**src/rtl/piso_serializer.sv**
```systemverilog
// Parallel-in/serial-out word serializer, MSB first, with ready/valid load handshake.
// Define PISO_PARITY_EN to append an even-parity bit after din[0].
module piso_serializer #(
    parameter int WIDTH = 8
) (
    input  logic             clk,
    input  logic             rst_n,
    input  logic [WIDTH-1:0] din,
    input  logic             load_valid,
    output logic             load_ready,
    output logic             sout,
    output logic             sout_valid,
    output logic             busy,
    output logic             done
);

`ifdef PISO_PARITY_EN
    localparam int FRAME = WIDTH + 1;
`else
    localparam int FRAME = WIDTH;
`endif
    localparam int CNT_W = $clog2(FRAME + 1);

    localparam logic [0:0] IDLE  = 1'b0;
    localparam logic [0:0] SHIFT = 1'b1;

    logic [0:0]       state;
    logic [FRAME-1:0] sreg;
    logic [CNT_W-1:0] cnt;
    logic             last;
    logic             accept;

    function automatic logic [FRAME-1:0] frame_of(input logic [WIDTH-1:0] d);
`ifdef PISO_PARITY_EN
        return {d, ^d};
`else
        return d;
`endif
    endfunction

    // cnt holds the number of frame bits still to present, including the current one
    assign last       = (state == SHIFT) && (cnt == CNT_W'(1));
    assign load_ready = rst_n && ((state == IDLE) || last);
    assign accept     = load_valid && load_ready;
    assign sout_valid = (state == SHIFT);
    assign busy       = (state == SHIFT);
    assign done       = last;
    assign sout       = (state == SHIFT) && sreg[FRAME-1];

    always_ff @(posedge clk or negedge rst_n) begin
        if (!rst_n) begin
            state <= IDLE;
            sreg  <= '0;
            cnt   <= '0;
        end else if (accept) begin
            state <= SHIFT;
            sreg  <= frame_of(din);
            cnt   <= CNT_W'(FRAME);
        end else if (state == SHIFT) begin
            if (last) begin
                state <= IDLE;
                sreg  <= '0;
                cnt   <= '0;
            end else begin
                sreg  <= {sreg[FRAME-2:0], 1'b0};
                cnt   <= cnt - CNT_W'(1);
            end
        end
    end

endmodule

```
**config.mk**
```make
export PLATFORM = sky130hd
export DESIGN_NAME = piso_serializer
export DESIGN_NICKNAME = d
export VERILOG_FILES = /design/src/rtl/piso_serializer.sv
export SDC_FILE = /design/constraint.sdc
export NUM_CORES = 1
export LEC_CHECK = 0
export ABC_AREA = 1
export BUFFER_PORTS_ARGS = -buffer_cell sky130_fd_sc_hd__buf_2
export CORE_MARGIN = 8
export CORE_UTILIZATION = 51
export DETAILED_ROUTE_END_ITERATION = 8
export GPL_ROUTABILITY_DRIVEN = 0
export PLACE_DENSITY = 0.76
export SYNTH_ARGS = -nofsm -noshare
export SYNTH_HDL_FRONTEND = slang
export SYNTH_SLANG_ARGS = --single-unit
```
**constraint.sdc**
```tcl
create_clock -name clk -period 1.7 [get_ports clk]
set_clock_uncertainty 0.1 [all_clocks]
set_input_delay 0.085 -clock clk [delete_from_list [all_inputs] [get_ports clk]]
set_output_delay 0.085 -clock clk [all_outputs]
set_load 0.01 [all_outputs]
```
# Word level (Yosys, flattened, before mapping)
# Cells that the tools add are included.
# op_classes
addsub,1
eq_ne,1
muxes,9
bitwise,1
n_reduce_logical,6
# op_table
operator,count
$mux W8,3
$mux W4,3
$eq A4 B1 Y1 const B,1
$logic_and A1 B1 Y1,4
$sub A4 B1 Y4 const B,1
$mux W1,3
$reduce_bool A2 Y1,1
$logic_or A1 B1 Y1,1
$not A1 Y1,1
# totals
regBits,13
output_inout_bits,5

# Depth between registers and ports, before layout
# logic_depth
depth_word,6
ltp_mapped,7

# Worst setup path after synthesis
# Ideal clock, no wire load.
# synth_path
path_kind,reg-to-reg
from,register cnt[0]
to,register sreg[1]
setup_time_ns,0.125
t_arrival_ns,1.006
slack_ns,0.469
stages_incl_launch_ff,7
synth_period_minus_slack_ns,1.231
path_cell_list,dfrtp_1 ha_1 nand2_2 nand2_4 buf_8 nand4_1 nand3_1
# synth_between
elab_chain_len,6
# synth_rtl
element,line,rtl
"start, declared",29,logic [CNT_W-1:0] cnt;
"start signal, assigned",58,cnt <= CNT_W'(FRAME);
"start signal, assigned",66,cnt <= cnt - CNT_W'(1);
$eq A4 B1 Y1 *,42,assign last = (state == SHIFT) && (cnt == CNT_W'(1));
$logic_and A1 B1 Y1 *,42,
$logic_or A1 B1 Y1,43,assign load_ready = rst_n && ((state == IDLE) || last);
$logic_and A1 B1 Y1,43,
$logic_and A1 B1 Y1,44,assign accept = load_valid && load_ready;
$mux W8 / $reduce_bool A2 Y1 (equally long branches),-,
"end signal, assigned",57,sreg <= frame_of(din);
"end signal, assigned",65,"sreg <= {sreg[FRAME-2:0], 1'b0};"
"end, declared",28,logic [FRAME-1:0] sreg;
# Mark *: on every way between the ends. The rest lies on a longest branch, timed or not. The select of a mux whose other input is x is not followed.
# A chain may end at the register's enable or synchronous reset.

# Worst setup path after layout
# layout_path
from,register cnt[0]
to,output load_ready
# layout_between
elab_chain_len,4
# layout_rtl
element,line,rtl
$eq A4 B1 Y1,42,
$logic_and A1 B1 Y1,42,
$logic_or A1 B1 Y1,43,
$logic_and A1 B1 Y1,43,
"end, declared",10,"output logic load_ready,"
# No other way between the ends.

==> out/metrics.cfg <==
[run_status]
outcome=finished clean

[sta]
setup_violations=0
finalHoldViolCount=0
slew_headroom_pct=75.39
period_needed_ns=1.627
clock.fmax_mhz=614.6
fin_ws_ns=0.07286
slew_viol_final=0
worst_pin_slew_ns=0.3691
holdWs_ns=0.08069
min_period_over_period_pct=95.71

[die]
die_w_um=53.46
boundaryPins=16
dieArea_um2=2858
core_area_um2=1301
initial_core_util_pct=55.00
die_h_um=53.46
core.rowCount=13

[clock_tree]
clock_latency_ns=0.28
path_clk_slew_ns=0.08
cts.sinks=13
cts_made_buffers=3
root_buffer=clkbuf_4
clockBufferDepth=2
tritoncts=yes
cts-htree-levels=1
ctsResizeCount=0

[grt]
grtUsageTotal_pct=10.73
top_usage_layer=met2
use_met2_pct=16.02
grt_pass1_wl_um=2290
grt_remaining_overflow=0
grt_pass1_vias=534
use_met1_pct=13.47
gr-usage-met3_pct=3.641
grt_start_max_net_pins=19
grt_antenna_before_repair=0

[synthesis]
synthSimpleGateAreaFrac_pct=31.82
synth_mux_area_share_pct=0
synth-compound-area-share_pct=6.119
synth_nets=95
synth.ff_latch_count=13
syn_inst=82
ys_seq_area_share_pct=45.45
synth_area_um2=715.7
ys_types=21
yosys_warnings=0
synth_top_family_by_area=simple AND/OR/NAND/NOR gates
synth_xor_area_share_pct=1.224
postSynthAreaPerCell_um2=8.728
synthAdderAreaFrac_pct=3.497

[job]
cap_viol_max_count=0

[setup_path]
cp-end-kind=output pin
timing.rr.start=cnt[1]
cp_slowest_stage_delay_ns=0.43
endpoint=load_ready
worst_setup_path_start_kind=register
cp_cell_sequence=ha_1 -> nand2_2 -> nand2_4 -> inv_2 -> nor2_1 -> buf_2
cp_data_required_time_ns=1.51
critPathMaxFanout=9
crit_start=cnt[0]
cp_slowest_cell=dfrtp_1
path_class=register to output pin
timing.rr.end=sreg[0]
rr_worst_depth=7
critPathArrivalTime_ns=1.44
reg2reg_slack_ns=0.31

[layout]
area_delta_synth_final_pct=30.07
multi_input_area_um2=305.3
final_common_cell=nand2_1
drive_gt1_share_pct=29.20
regArea_um2=325.3
fin_util_pct=71.54
fill_cells=104
finalNonFillerCells=128
diodes=0
layout_common_cells=23 x nand2_1, 15 x buf_2, 13 x dfrtp_1
nets=127

[placement]
dp_slack_ns=0.3322
placed_cells=109
port-buffer-count=15
dp_hpwl_um=1071

[detailed_routing]
postRouteAntennaNets=0
avgViaCountPerCell=5.141
drt-pass1-iter-count=6
wire_per_inst_um=12.05
vias=658
drc_errors=0
wl_um=1542
drtIter0Drc=23

[power_and_ir_drop]
p_per_area_nw_per_um2=1630
ir_drop_uv=919.8
power_leakage_nw=0.4923

[hold_path]
hold_class=input port to register
min_from=load_valid

-- logic make-up after synthesis --
kind of cell    Yosys count
buf+inv                  14
xor+xnor                  1
simple gates             47
flops                    13
fa+ha+maj                 2
compound gates            5
-- layout make-up --
type                       instances  share of cell area [%]
timing repair buffer              31                   23.39
multi-input combinational         55                   32.80
tap                               15                   2.016
sequential                        13                   34.95
inverter                          10                   4.032
clock buffer                       4                   2.823
-- cell usage after synthesis --
cell | n | area (µm²)
clkbuf_8 | 1 | 13.76
nand2_1 | 23 | 86.33
inv_2 | 1 | 3.750
buf_8 | 1 | 15.01
nand2_2 | 1 | 6.260
o21ai_1 | 1 | 5.000
nand3_1 | 10 | 50.05
inv_1 | 9 | 33.78
nand2_4 | 1 | 11.26
buf_6 | 1 | 11.26
a21oi_4 | 1 | 16.27
dfrtp_1 | 13 | 325.3
xnor2_1 | 1 | 8.760
o21ai_2 | 2 | 17.52
ha_1 | 2 | 25.02
nor2_2 | 1 | 6.260
nand4_1 | 8 | 50.05
nor2_1 | 2 | 7.510
nand3_2 | 1 | 10.01
buf_4 | 1 | 7.510
o21ai_0 | 1 | 5.000
-- stage by stage --
step	TNS, ns	instance area, µm²	power [mW]
2_1_floorplan	0	715.7	1.069
3_3_place_gp	0	769.5	1.149
3_5_place_dp	0	769.5	1.172
4_1_cts	0	885.9	1.383
5_1_grt	-0.0009276	930.9	1.629
6_report	0	930.9	1.517
-- repair_timing --
action / 4_1_cts / 5_1_grt
buffers inserted: 0 / 6
endpoints found under the hold margin: 21 / 0
hold buffers: 9 / 0
setup endpoints to repair: 0 / 1
-- state kept, by name (all words and copies together) (netlist names) --
name / cells
cnt: 4
busy: 1
sreg: 8
-- worst min-delay path by stage --
stage                     slack (ns)  depth (start not counted)  endpoint
after floorplan                -0.31                          0      busy
after global placement         -0.09                          1   sreg[2]
after detailed placement       -0.09                          1   sreg[2]
after CTS                       0.08                          3   sreg[7]
after global routing            0.10                          3   sreg[7]
final                           0.08                          3   sreg[7]
-- worst max-delay path, delay by kind of cell, from the launching register on --
family | cells | cell delay (ns)
adders and majority gates | 1 | 0.22
buffers and inverters | 2 | 0.27
DFF | 1 | 0.43
and+or+nand+nor | 3 | 0.22
-- metal layers --
metal	share of wire, %	up-vias
met1	44	297
li1	-	332
met4	1.7	0
met5	0	-
met3	9.1	5
met2	45	24
-- power by group --
group / switching, mW / total [mW] / internal, mW
clock: 0.109 / 0.200 / 0.0913
sequential: 0.112 / 0.549 / 0.437
combinational: 0.413 / 0.769 / 0.355
Power figures use the tool's default switching activity.
